### config.mk
export PLATFORM = sky130hd
export DESIGN_NAME = tone_player
export DESIGN_NICKNAME = d
export VERILOG_FILES = /design/src/rtl/tone_pkg.sv /design/src/rtl/tone_chan.sv /design/src/rtl/tone_player.sv
export SDC_FILE = /design/constraint.sdc
export NUM_CORES = 1
export LEC_CHECK = 0
export BUFFER_PORTS_ARGS = -buffer_cell sky130_fd_sc_hd__buf_2
export CAP_MARGIN = 20
export CORE_MARGIN = 10
export CORE_UTILIZATION = 55
export CTS_CLUSTER_SIZE = 24
export DETAILED_ROUTE_END_ITERATION = 10
export GPL_ROUTABILITY_DRIVEN = 0
export GPL_TIMING_DRIVEN = 0
export PLACE_DENSITY = 0.7
export SYNTH_ARGS = -nofsm -noshare
export SYNTH_HDL_FRONTEND = slang
export SYNTH_SLANG_ARGS = --single-unit
### constraint.sdc
create_clock -name clk -period 5.8 [get_ports clk]
set_input_delay 1.74 -clock clk [delete_from_list [all_inputs] [get_ports clk]]
set_output_delay 1.74 -clock clk [all_outputs]
set_load 0.05 [all_outputs]
### src/rtl/tone_pkg.sv
// tone_pkg: shared state encoding, note word types and clock-divider helper for the tone player
package tone_pkg;
    localparam int FREQ_W = 32;
    localparam int DUR_W = 16;
    typedef enum logic {IDLE, PLAY} tone_state_t;
    typedef logic [FREQ_W-1:0] freq_t;
    typedef logic [DUR_W-1:0] dur_t;
    function automatic int ms_div(input int fclk);
        return fclk / 1000;
    endfunction
endpackage

### src/rtl/tone_chan.sv
// tone_chan: one channel's note FSM, remainder-preserving phase accumulator and ms timer
module tone_chan import tone_pkg::*; #(
    parameter int FCLK = 50_000_000,
    parameter int FW = 32,
    parameter int DW = 16
) (
    input  logic          clk,
    input  logic          reset_n,
    input  logic          start,
    input  logic          stop,
    input  logic [FW-1:0] freq,
    input  logic [DW-1:0] dur_ms,
    output logic          busy,
    output logic          done,
    output logic          tone_out
);
    localparam int MSD = ms_div(FCLK);
    localparam int SW = $clog2(MSD + 1);
    localparam logic [FW+1:0] FC = (FW+2)'(FCLK);
    localparam logic [SW-1:0] SUB_TOP = SW'(MSD - 1);

    tone_state_t   state_q;
    logic [FW-1:0] freq_q;
    logic [DW-1:0] ms_q;
    logic [SW-1:0] sub_q;
    logic [FW+1:0] acc_q;
    logic          tone_q;
    logic          done_q;
    logic [FW+1:0] step_d;
    logic [FW+1:0] sum_d;
    logic          big_d;
    logic          wrap_d;
    logic          fin_d;

    // step = 2*freq; a step at or above FCLK means toggling every cycle
    always_comb begin
        step_d = {1'b0, freq_q, 1'b0};
        sum_d = acc_q + step_d;
        big_d = step_d >= FC;
        wrap_d = sum_d >= FC;
        fin_d = ms_q == DW'(1) && sub_q == '0;
    end

    // accept in IDLE, toggle on accumulator wrap, return to IDLE on timeout or stop with a done pulse
    always_ff @(posedge clk) begin
        if (!reset_n) begin
            state_q <= IDLE;
            freq_q <= '0;
            ms_q <= '0;
            sub_q <= '0;
            acc_q <= '0;
            tone_q <= 1'b0;
            done_q <= 1'b0;
        end else begin
            done_q <= 1'b0;
            if (state_q == IDLE) begin
                if (start && !stop) begin
                    state_q <= PLAY;
                    freq_q <= freq;
                    ms_q <= dur_ms;
                    sub_q <= SUB_TOP;
                    acc_q <= '0;
                    tone_q <= 1'b0;
                end
            end else if (stop || fin_d) begin
                state_q <= IDLE;
                acc_q <= '0;
                tone_q <= 1'b0;
                done_q <= 1'b1;
            end else begin
                if (big_d) begin
                    acc_q <= '0;
                    tone_q <= ~tone_q;
                end else if (wrap_d) begin
                    acc_q <= sum_d - FC;
                    tone_q <= ~tone_q;
                end else begin
                    acc_q <= sum_d;
                end
                if (sub_q == '0) begin
                    sub_q <= SUB_TOP;
                    if (ms_q != '0) ms_q <= ms_q - DW'(1);
                end else begin
                    sub_q <= sub_q - SW'(1);
                end
            end
        end
    end

    assign busy = state_q == PLAY;
    assign done = done_q;
    assign tone_out = tone_q;
endmodule

### src/rtl/tone_player.sv
// tone_player: NCH independent tone channels merged onto one speaker line by highest-index priority
module tone_player import tone_pkg::*; #(
    parameter int FCLK = 50_000_000,
    parameter int NCH = 2,
    parameter int FW = 32,
    parameter int DW = 16
) (
    input  logic                    clk,
    input  logic                    reset_n,
    input  logic [NCH-1:0]          start,
    input  logic [NCH-1:0]          stop,
    input  logic [NCH-1:0][FW-1:0]  freq,
    input  logic [NCH-1:0][DW-1:0]  dur_ms,
    output logic [NCH-1:0]          busy,
    output logic [NCH-1:0]          done,
    output logic [NCH-1:0]          tone_out,
    output logic                    mix_out
);
    logic mix_q;
    logic mix_d;

    genvar i;
    generate
        for (i = 0; i < NCH; i++) begin : g_chan
            tone_chan #(.FCLK(FCLK), .FW(FW), .DW(DW)) u_chan (
                .clk(clk),
                .reset_n(reset_n),
                .start(start[i]),
                .stop(stop[i]),
                .freq(freq[i]),
                .dur_ms(dur_ms[i]),
                .busy(busy[i]),
                .done(done[i]),
                .tone_out(tone_out[i])
            );
        end
    endgenerate

    // later (higher-index) busy channels override earlier ones
    always_comb begin
        mix_d = 1'b0;
        for (int k = 0; k < NCH; k++) mix_d = busy[k] ? tone_out[k] : mix_d;
    end

    // register the merged speaker line
    always_ff @(posedge clk) begin
        if (!reset_n) mix_q <= 1'b0;
        else mix_q <= mix_d;
    end

    assign mix_out = mix_q;
endmodule
==> metrics.md <==
| Metric | Value |
|---|---|
| Hold Path Origin | `g_chan[0].u_chan.acc_q[15]$_SDFFE_PN0P_` |
| Final Cycle Share | `78.6%` |
| CP top delay family | `compound AO/OA/AOI/OAI gates` |
| RR Endpoint | `g_chan[1].u_chan.acc_q[32]$_SDFFE_PN0P_` |
| Post-cts sizing count | `0` |
| Iter 0 DRT Violations | `1324` |
| Vias in the first global route | `13400` |
| Syn nets | `2056` |
| Final wirelength | `42.1 mm` |
| Synth area leader | `dfxtp_1` |
| Req. time, crit path | `6.24 ns` |
| Setup TNS | `0 ns` |
| Distinct cells, synth | `104` |
| Core area | `0.0252 mm2` |
| Post-route ant nets | `0` |
| Crit Path Category | `reg2reg` |
| Most frequent cell after synthesis | `nand2_1` |
| Synth Cell Area | `0.0141 mm2` |
| First-pass GRT wire length | `68.0 mm` |
| Max Cap Violations | `0` |
| CTS tree | `built` |
| Largest net degree at the start of global routing | `14` |
| Clock net sink count | `201` |
| R2R depth | `15` |
| Synth top cells by count | `302 x nand2_1, 201 x dfxtp_1, 187 x a21oi_1` |
| H-tree levels | `1` |
| Final Util | `63.2%` |
| Slew Limit Fails | `0` |
| Die area | `0.0324 mm2` |
| Worst reg2reg path startpoint | `g_chan[1].u_chan.freq_q[0]$_SDFFE_PN0P_` |
| PortBufs | `107` |
| Startpoint Class | `register` |
| Total power | `3.89 mW` |
| RSZ-0062 raised after global routing | `false` |
| Final setup viols | `0` |
| GRT overflow | `0` |
| Filler cells | `2362` |
| Flops & latches, synth | `201` |
| CP arrival | `5.00 ns` |
| Final HPWL DP | `32.3 mm` |
| Post-synthesis sequential area ratio | `28.6%` |
| Area delta synth->final | `13.0%` |
| Starting density of the core | `55.9%` |
| R2R setup slack | `1.24 ns` |
| Hold EP | `g_chan[0].u_chan.acc_q[15]$_SDFFE_PN0P_` |
| Post-Place Cells | `2317` |
| Number of CTS-inserted buffers | `25` |
| Status | `finished, final reports clean` |
| Hold depth | `2` |
| Worst-path clk slew | `0.06 ns` |
| Hold Path Class | `reg2reg` |
| Max stage delay on crit path | `0.58 ns` |
| Pwr/cell area | `244 mW/mm2` |
| Maximum fanout along the worst path | `6` |
| Vias/cell | `6.14` |
| Top area cells in the synthesized netlist | `dfxtp_1 29%, nand2_1 8.0%, a21oi_1 6.6%` |
| Syn_area_per_cell | `7.49 um2` |
| Die X | `180 um` |
| Synth Warn # | `0` |
| Slew headroom | `42.7%` |
| Die Height | `180 um` |
| Min cycle time layout | `4.56 ns` |
| Initial antenna violation count | `1` |
| Post-CTS Setup Inserts | `0` |
| TritonRoute pass-1 iters | `5` |
| Cells after Synth | `1880` |
| Share of layout cells above drive strength 1 | `12.8%` |
| Cell with the largest stage delay on the worst path | `o31ai_2` |
| Wire length per cell | `17.8 um` |
| FMAX | `219 MHz` |
| # nets final | `2191` |
| Non-Filler Instances | `2364` |
| Final Hold Fails | `0` |
| Drc violations | `0` |
| Longest Clk Path Bufs | `3` |
| Crit path capture type | `register` |
| CP Cell Sequence | `ha_1, inv_1, fa_1, nor2b_1, o211a_1, o21ai_1, o31ai_2, a41oi_1, xnor2_1, nor4_4, a41oi_2, a21boi_1, nand4b_1, xor2_1, a32o_1` |
| FP Rows | `58` |
| EDFF count, synth | `0` |
| Vias | `14500` |
| Ys flop type | `dfxtp_1` |
| Static Leakage | `6.41 nW` |
| Top Ports | `109` |
| Hold_ws | `0.453 ns` |
| Synth top area share | `28.6%` |
| Root Driver | `clkbuf_16` |
| Skew-Pair Late Insertion Delay | `0.55 ns` |
| Peak VDD IR | `0.000221 V` |
| Worst path bufs/invs | `1` |
| Worst-case clock skew | `0.00686 ns` |
| Gr usage total | `24.4%` |
| Hold_buf cts | `0` |
| Synth async-reset ratio | `0%` |
| Slew @ Worst Pin | `0.849 ns` |
## cell type report
type,instances,area (um2),share of cell area (%)
flip-flops and latches,201,4020,25.3
diodes,1,2.50,0.0157
well taps,330,413,2.59
plain buffers,105,480,3.02
clock buffers,34,719,4.52
repair buffers,108,548,3.44
multi-input cells,1531,9410,59.1
clock inverters,11,151,0.951
inverters,43,166,1.05
## sequential cells by signal (all words and copies together) (netlist names)
name                    count
g_chan.u_chan.tone_out      2
g_chan.u_chan.busy          2
g_chan.u_chan.done          2
g_chan.u_chan.ms_q         32
g_chan.u_chan.acc_q        66
mix_out                     1
g_chan.u_chan.sub_q        32
g_chan.u_chan.freq_q       64
## through the flow
step | instance area [um2] | setup WS (ns)
2_1_floorplan | 14100 | 2.12
3_3_place_gp | 15000 | 1.41
3_5_place_dp | 15000 | 1.40
4_1_cts | 15900 | 1.38
5_1_grt | 15900 | 1.02
6_report | 15900 | 1.24
## kinds of logic (layout without fill, tap and decap cells)
kind of cell / Yosys count / after routing / share of synthesized area (%)
xor+xnor: 98 / 98 / 6.10
flops: 201 / 201 / 28.6
mux: 14 / 14 / 1.03
other cells: 0 / 1 / 0
compound gates: 570 / 570 / 26.1
simple gates: 775 / 775 / 26.9
fa+ha+maj: 74 / 74 / 6.68
buf+inv: 148 / 301 / 4.59
## metal layers
layer  track usage, %  vias to the layer above  routed length [um]
li1                 -                     7112                   -
met1             34.9                     6798               19900
met2             37.1                      530               18100
met3             3.80                       70                2870
met4             6.59                        0                1090
met5                0                        -                   0
## where the power goes
part | internal (mW) | leakage, nW | total [mW] | switching, mW
Sequential | 1.45 | 1.64 | 1.50 | 0.0590
Clock | 1.00 | 0.431 | 1.64 | 0.637
Combinational | 0.284 | 4.34 | 0.745 | 0.461
Total | 2.73 | 6.41 | 3.89 | 1.16
## worst max-delay path by stage
| stage | start | to | slack, ns | cells past startpoint |
|---|---|---|---|---|
| final | g_chan[1].u_chan.freq_q[0]$_SDFFE_PN0P_ | g_chan[1].u_chan.acc_q[32]$_SDFFE_PN0P_ | 1.24 | 15 |
| after global routing | g_chan[0].u_chan.acc_q[1]$_SDFFE_PN0P_ | g_chan[0].u_chan.tone_out$_SDFFE_PN0P_ | 1.02 | 17 |
| after CTS | g_chan[1].u_chan.freq_q[0]$_SDFFE_PN0P_ | g_chan[1].u_chan.acc_q[32]$_SDFFE_PN0P_ | 1.38 | 15 |
| after detailed placement | g_chan[1].u_chan.freq_q[0]$_SDFFE_PN0P_ | g_chan[1].u_chan.acc_q[32]$_SDFFE_PN0P_ | 1.40 | 15 |
| after global placement | g_chan[1].u_chan.freq_q[0]$_SDFFE_PN0P_ | g_chan[1].u_chan.acc_q[32]$_SDFFE_PN0P_ | 1.41 | 15 |
| after floorplan | g_chan[0].u_chan.acc_q[1]$_SDFFE_PN0P_ | g_chan[0].u_chan.acc_q[21]$_SDFFE_PN0P_ | 2.12 | 17 |
## layout by cell type, fill, tap and decap left out, drive strengths merged, types with 10 or more instances in the layout
| master | n |
|---|---|
| clkbuf | 102 |
| a41oi | 13 |
| or3 | 21 |
| o21a | 10 |
| buf | 144 |
| or4 | 10 |
| ha | 72 |
| a211oi | 15 |
| o21bai | 12 |
| dfxtp | 201 |
| nor2 | 158 |
| and3 | 13 |
| nand4 | 34 |
| nand2b | 13 |
| mux2i | 10 |
| nor3 | 62 |
| nand3 | 41 |
| a22oi | 12 |
| o21ai | 137 |
| nand2 | 302 |
| a21o | 24 |
| xor2 | 41 |
| a31oi | 31 |
| nor4 | 29 |
| and2 | 32 |
| xnor2 | 57 |
| inv | 44 |
| a21boi | 12 |
| o221a | 14 |
| o211ai | 15 |
| a21oi | 192 |
| nor2b | 11 |
## tightest hold or removal path: stages, from the launching register on
cell and delay [ns]:
dfxtp_1 0.31, nand2_1 0.05, o21ai_1 0.05
(Power assumes the default switching activity.)
